## config.mk

```make
export PLATFORM = sky130hd
export DESIGN_NAME = aes_bist_controller
export DESIGN_NICKNAME = d
export VERILOG_FILES = /design/src/rtl/aes_bist_controller.sv
export SDC_FILE = /design/constraint.sdc
export NUM_CORES = 1
export LEC_CHECK = 0
export ABC_AREA = 1
export BUFFER_PORTS_ARGS = -buffer_cell sky130_fd_sc_hd__buf_4
export CORE_ASPECT_RATIO = 1.2
export CORE_UTILIZATION = 40
export DETAILED_ROUTE_END_ITERATION = 10
export HOLD_SLACK_MARGIN = 0.02
export MAX_ROUTING_LAYER = met4
export PLACE_DENSITY = 0.69
export REMOVE_ABC_BUFFERS = 1
export SYNTH_ARGS = -nofsm -noshare
export SYNTH_HDL_FRONTEND = slang
export SYNTH_SLANG_ARGS = --single-unit
```

## constraint.sdc

```tcl
create_clock -name clk -period 2.5 [get_ports clk]
set_clock_uncertainty 0.15 [all_clocks]
set_input_delay 0 -clock clk [delete_from_list [all_inputs] [get_ports clk]]
set_output_delay 0 -clock clk [all_outputs]
set_load 0.05 [all_outputs]
```

## src/rtl/aes_bist_controller.sv

```systemverilog
// AES BIST sequencer: LFSR stimulus, one-at-a-time core launch, one ORA enable per
// result, and a final signature compare against a golden value.
module aes_bist_controller #(
    parameter int unsigned  NUM_VECTORS = 62,
    parameter logic [127:0] SEED        = 128'h0123_4567_89AB_CDEF_FEDC_BA98_7654_3210,
    parameter logic [31:0]  GOLDEN_SIG  = 32'h0000_0000,
    parameter int unsigned  TIMEOUT     = 255,
    parameter int unsigned  ORA_LAT     = 1
) (
    input  logic         clk,
    input  logic         rst,
    input  logic         bist_start,
    output logic [127:0] pattern,
    output logic         cut_start,
    input  logic         cut_done,
    output logic         ora_clear,
    output logic         ora_enable,
    input  logic [31:0]  ora_sig,
    output logic         bist_busy,
    output logic         bist_done,
    output logic         bist_pass,
    output logic         bist_timeout,
    output logic [7:0]   vec_count
);

    typedef enum logic [3:0] {
        S_IDLE, S_CLEAR, S_LAUNCH, S_WAIT, S_COMPACT,
        S_NEXT, S_SETTLE, S_COMPARE, S_DONE
    } state_t;

    localparam logic [7:0] NUM_V    = 8'(NUM_VECTORS);
    localparam logic [9:0] TO_LAST  = 10'(TIMEOUT - 1);
    localparam logic [9:0] ORA_LAST = 10'(ORA_LAT - 1);

    state_t       state_q, state_d;
    logic [127:0] pattern_q, pattern_d;
    logic [7:0]   vec_count_q, vec_count_d;
    logic [9:0]   cnt_q, cnt_d;
    logic         pass_q, pass_d;
    logic         timeout_q, timeout_d;
    logic         cut_start_q, cut_start_d;
    logic         ora_clear_q, ora_clear_d;
    logic         ora_enable_q, ora_enable_d;
    logic         busy_q, busy_d;
    logic         done_q, done_d;

    function automatic logic [127:0] lfsr_next(input logic [127:0] p);
        return {p[126:0], p[127] ^ p[125] ^ p[100] ^ p[98]};
    endfunction

    // Data updates happen on entry to a state so every output is a flop that
    // already reflects the state it belongs to.
    always_comb begin
        state_d     = state_q;
        pattern_d   = pattern_q;
        vec_count_d = vec_count_q;
        cnt_d       = cnt_q;
        pass_d      = pass_q;
        timeout_d   = timeout_q;
        case (state_q)
            S_IDLE, S_DONE: begin
                if (bist_start) begin
                    state_d     = S_CLEAR;
                    pattern_d   = SEED;
                    vec_count_d = 8'd0;
                    pass_d      = 1'b0;
                    timeout_d   = 1'b0;
                end
            end
            S_CLEAR: begin
                state_d = S_LAUNCH;
                cnt_d   = 10'd0;
            end
            S_LAUNCH: begin
                state_d = S_WAIT;
                cnt_d   = 10'd0;
            end
            S_WAIT: begin
                cnt_d = cnt_q + 10'd1;
                if (cut_done) begin
                    state_d = S_COMPACT;
                end else if (cnt_q == TO_LAST) begin
                    state_d   = S_DONE;
                    timeout_d = 1'b1;
                    pass_d    = 1'b0;
                end
            end
            S_COMPACT: begin
                state_d     = S_NEXT;
                pattern_d   = lfsr_next(pattern_q);
                vec_count_d = (vec_count_q == NUM_V) ? vec_count_q : vec_count_q + 8'd1;
            end
            S_NEXT: begin
                if (vec_count_q == NUM_V) begin
                    state_d = S_SETTLE;
                    cnt_d   = 10'd0;
                end else begin
                    state_d = S_LAUNCH;
                end
            end
            S_SETTLE: begin
                cnt_d = cnt_q + 10'd1;
                if (cnt_q == ORA_LAST) begin
                    state_d = S_COMPARE;
                end
            end
            S_COMPARE: begin
                state_d = S_DONE;
                pass_d  = (ora_sig == GOLDEN_SIG);
            end
            default: state_d = S_IDLE;
        endcase

        cut_start_d  = (state_d == S_LAUNCH);
        ora_clear_d  = (state_d == S_CLEAR);
        ora_enable_d = (state_d == S_COMPACT);
        busy_d       = (state_d != S_IDLE) && (state_d != S_DONE);
        done_d       = (state_d == S_DONE);
    end

    always_ff @(posedge clk) begin
        if (rst) begin
            state_q      <= S_IDLE;
            pattern_q    <= SEED;
            vec_count_q  <= 8'd0;
            cnt_q        <= 10'd0;
            pass_q       <= 1'b0;
            timeout_q    <= 1'b0;
            cut_start_q  <= 1'b0;
            ora_clear_q  <= 1'b0;
            ora_enable_q <= 1'b0;
            busy_q       <= 1'b0;
            done_q       <= 1'b0;
        end else begin
            state_q      <= state_d;
            pattern_q    <= pattern_d;
            vec_count_q  <= vec_count_d;
            cnt_q        <= cnt_d;
            pass_q       <= pass_d;
            timeout_q    <= timeout_d;
            cut_start_q  <= cut_start_d;
            ora_clear_q  <= ora_clear_d;
            ora_enable_q <= ora_enable_d;
            busy_q       <= busy_d;
            done_q       <= done_d;
        end
    end

    assign pattern      = pattern_q;
    assign vec_count    = vec_count_q;
    assign cut_start    = cut_start_q;
    assign ora_clear    = ora_clear_q;
    assign ora_enable   = ora_enable_q;
    assign bist_busy    = busy_q;
    assign bist_done    = done_q;
    assign bist_pass    = pass_q;
    assign bist_timeout = timeout_q;

endmodule
```

== Word level (Yosys, flattened, before mapping) ==
Index checks and enable logic that the tools add are counted.
W data, S select, Z words.

* Flip-flop bits (word level): 157
* Output and inout bits: 143
* Input port bits: 36
* Word-level logic and storage cells: 73

* Add/sub/neg operators: 2
* Eq/ne operators: 20
* Bitwise operators: 3
* Mux-type cells: 20
* Reductions and logical operators: 17

{| class="wikitable"
|+ Operators by type and width
! cell !! count
|-
| $pmux W128 S2 || 1
|-
| $mux W128 || 1
|-
| $logic_not A32 Y1 || 1
|-
| $pmux W4 S8 || 1
|-
| $pmux W10 S3 || 1
|-
| $eq A4 B3 Y1 const B || 5
|-
| $mux W4 || 4
|-
| $mux W8 || 2
|-
| $pmux W8 S2 || 1
|-
| $eq A4 B2 Y1 const B || 3
|-
| $add A10 B1 Y10 const B || 1
|-
| $eq A10 B8 Y1 const B || 1
|-
| $logic_not A10 Y1 || 1
|-
| $mux W10 || 1
|-
| $ne A2 B2 Y1 const B || 5
|-
| $add A8 B1 Y8 const B || 1
|-
| $eq A4 B1 Y1 const B || 2
|-
| $eq A4 B4 Y1 const B || 2
|-
| $eq A8 B6 Y1 const B || 1
|-
| $reduce_and A4 Y1 || 2
|-
| $reduce_bool A3 Y1 || 2
|-
| $reduce_or A2 Y1 || 3
|-
| $mux W1 || 5
|-
| $logic_not A4 Y1 || 1
|-
| 10 further kinds || 14
|}

== Depth between registers and ports, before layout ==
* Word-level depth: 6
* Depth in mapped cells: 11
* Mapped depth without buffers: 11

== Worst setup path after synthesis ==
OpenSTA, ideal clock, no wires.

* Path kind: register to register
* Start: register vec_count_q[3] (netlist: vec_count[3])
* End: register cnt_q[0]
* Arrival: 1.593 ns
* Cell stages (with the launch flop): 8
* Path buffers: 1
* Library setup time: 0.132 ns
* Slack: 0.625 ns
* Period minus slack after synthesis: 1.875 ns
* Required time: 2.218 ns
* Cells stage by stage: dfxtp_1 > nand2_1 > nor2_2 > nand4_1 > and2_1 > buf_2 > nand2_1 > a21oi_1

* Word-level cells in the longest chain between the ends: 3

{| class="wikitable"
|+ RTL lines
! what !! RTL line !! source
|-
| start: declaration || 37 || <nowiki>logic [7:0] vec_count_q, vec_count_d;</nowiki>
|-
| start signal: assignment || 137 || <nowiki>vec_count_q <= vec_count_d;</nowiki>
|-
| $eq A8 B6 Y1 || 94 || <nowiki>if (vec_count_q == NUM_V) begin</nowiki>
|-
| $ne A2 B2 Y1 (no source line) || -- ||
|-
| $reduce_and A2 Y1 (no source line) || -- ||
|-
| end signal: assignment || 138 || <nowiki>cnt_q <= cnt_d;</nowiki>
|-
| end: declaration || 38 || <nowiki>logic [9:0] cnt_q, cnt_d;</nowiki>
|}

Every way passes these cells.
A chain may end at the register's enable or synchronous reset.

== Worst setup path in the final report ==
* Start: input ora_sig[28]
* End: register pass_q (netlist: bist_pass)

* Word-level cells in the longest chain between the ends: 2

{| class="wikitable"
|+ RTL lines
! what !! RTL line !! source
|-
| start: declaration || 18 || <nowiki>input logic [31:0] ora_sig,</nowiki>
|-
| $logic_not A32 Y1 || 109 || <nowiki>pass_d = (ora_sig == GOLDEN_SIG);</nowiki>
|-
| $pmux W1 S3 || 60 || <nowiki>case (state_q)</nowiki>
|-
| end signal: assignment || 139 || <nowiki>pass_q <= pass_d;</nowiki>
|-
| end: declaration || 39 || <nowiki>logic pass_q, pass_d;</nowiki>
|}

Every way passes these cells.

==> metrics.csv <==
metric;value;unit
status;complete, no violations;
dp.cells;1121;
routed_wl;16000;µm
cp_top_family;buffers and inverters;
grt_max_degree;65;
period_needed;2220;ps
cap_violations;0;
slew-limit-headroom;0.558;
routabilityCongestion;0.845;
grt_use_total;0.214;
core_area;0.0146;mm²
power;5.68;mW
grt-ovfl-total;0;
min_path_type;in -> reg;
finalHoldViolations;0;
io_buffers;178;
slew_viol_final;0;
start_kind;input pin;
fmax;0.450;GHz
tns;0;ps
cts_buffers;17;
worst_slew_pin_slew;664;ps
peakVddDrop;437;µV
worstPathRequired;2710;ps
power_leakage;3.30;nW
die_height;137;µm
drtAntennaViolNets;0;
synth_mux_area_frac;0;
synth_seq_cells;157;
critPathMaxStageDelay;550;ps
synth-xor-area-share;0.0130;
cp-end-kind;flip-flop;
num_io_pins;179;
cts_tree;yes;
drtPass1Iterations;5;
placedInstanceArea;0.00748;mm²
viasPerCell;4.84;
grt_pass1_vias;5354;
crit_chain;dlygate4sd3_1, buf_4, nor2_1, dlygate4sd3_1, nand2_1, dlygate4sd3_1, nor2_1, nand2_1, nor3_1, nor2_1, nor2_1;
ys_warn_count;0;
grt_antenna_before_repair;0;
clockRootBuffer;clkbuf_16;
cts.htree.levels;4;
clockBufferDepth;2;
final_util;0.568;
die_area;0.0157;mm²
seq_area_frac_synth;0.518;
antennaDiodeCount;0;
clock_latency;420;ps
wl_per_cell;13.6;µm
synth_top_family_by_area;simple AND/OR/NAND/NOR gates;
period_share;0.889;
syn_avg_cell_area;7.77;µm²
vias;5700;
worstPathArrival;2430;ps
clkTransAtPathRegs;60;ps
synthAdderAreaFrac;0.0103;
path_class;in -> reg;
syn-cell-area;0.00606;mm²
worst_slack;279;ps
crit_fanout;1;
clkSinkCount;157;
start_util;0.415;
grt_setup_unrepaired;false;
synthSimpleGateAreaFrac;0.248;
drc;0;
hpwlAfterDp;10200;µm
drt-initial-drc-count;342;
crit_buf_inv;4;
crit_top_cell;nor2_1;
num_rows;48;
drive_above_1_share;0.244;
die_w;114;µm
hold_ws;288;ps
finalNonFillerCells;1177;
grt_first_pass_wirelength;25900;µm
finish.instance_area;0.00828;mm²
syn-instance-count;780;
synth_compound_area_frac;0.149;
post_synth_num_cell_types;35;
slowest_stage;dlygate4sd3_1;
syn2layout_area_growth;36.6;%
nets;1005;
setup_violations;0;
pwr_density_cell;686;mW/mm²
pre_cts_ws;477;ps
## tightest hold or removal path: cells and delay by family
kind,cells,cell delay [ps]
buffers and inverters,2,650
and+or+nand+nor,2,170
## area by class of cell
type | count | area (µm²)
tap | 200 | 250
multi-input combinational | 545 | 2560
sequential | 157 | 3140
clock buffer | 19 | 443
timing repair buffer | 210 | 1650
inverter | 33 | 126
fill | 1368 | 6310
clock inverter | 13 | 116
## layer usage
metal / up-vias / track usage / routed length (µm)
met5: - / - / 0
met4: 0 / 0.0505 / 127
met3: 9 / 0.0722 / 976
met2: 137 / 0.352 / 7880
met1: 2620 / 0.253 / 7020
li1: 2934 / - / -
## registers in the layout, indices dropped and copies added (netlist names)
| signal | flops |
|---|---|
| bist_timeout | 1 |
| ora_clear | 1 |
| state_q | 4 |
| cnt_q | 10 |
| bist_pass | 1 |
| cut_start | 1 |
| bist_busy | 1 |
| bist_done | 1 |
| vec_count | 8 |
| pattern | 128 |
| ora_enable | 1 |
## report_power, final
group | internal, mW | total [mW] | switching (mW)
Clock | 1.40 | 2.43 | 1.04
Combinational | 0.209 | 0.666 | 0.457
Sequential | 2.54 | 2.58 | 0.0381
Total | 4.15 | 5.68 | 1.53
## layout by cell type, fill, tap and decap left out, drive strengths merged, types with 6 or more instances in the layout
| cell type | Yosys | routed |
|---|---|---|
| inv | 33 | 35 |
| nand2 | 274 | 274 |
| nand3 | 18 | 18 |
| clkinv | 0 | 7 |
| clkbuf | 23 | 19 |
| o22ai | 65 | 65 |
| a21oi | 87 | 87 |
| dfxtp | 157 | 157 |
| nor2 | 67 | 67 |
| dlygate4sd3 | 0 | 24 |
| buf | 22 | 186 |
| nand4 | 6 | 6 |
## Yosys cell counts, drive strengths merged
cell type,instances,area share
nand3b,3,0.0037
nor3,1,0.00082
ha,5,0.010
nand2,274,0.17
inv,33,0.021
nand4,6,0.0072
clkbuf,23,0.015
nand3,18,0.017
and2,1,0.0010
buf,22,0.025
xnor2,5,0.0072
nor2,67,0.044
a22oi,1,0.0012
o21bai,2,0.0025
dfxtp,157,0.52
a21oi,87,0.072
a31o,1,0.0014
xor2,4,0.0058
o22ai,65,0.068
or2,1,0.0010
o21ai,4,0.0033
## what timing repair did
item,4_1_cts,5_1_grt
endpoints found under the hold margin,40,0
gates resized for setup,0,0
hold buffers,24,0
setup buffers,0,0
## logic make-up after synthesis
logic type,after synthesis
AND/OR/NAND/NOR,371
AO/OA/AOI/OAI,160
flip-flops,157
buffers and inverters,78
XOR/XNOR,9
adder cells (fa/ha/maj),5
## path summary, 6_finish.rpt
| check | startpoint | endpoint | slack [ps] | depth (start not counted) |
|---|---|---|---|---|
| worst max-delay path | ora_sig[28] | bist_pass | 280 | 11 |
| worst min-delay path | cut_done | ora_enable | 290 | 4 |
| worst max register to register | state_q[3] | pattern[21] | 460 | 8 |
| worst min register to register | bist_timeout | bist_timeout | 320 | 2 |
No activity file was read; power rests on OpenSTA's default activity.
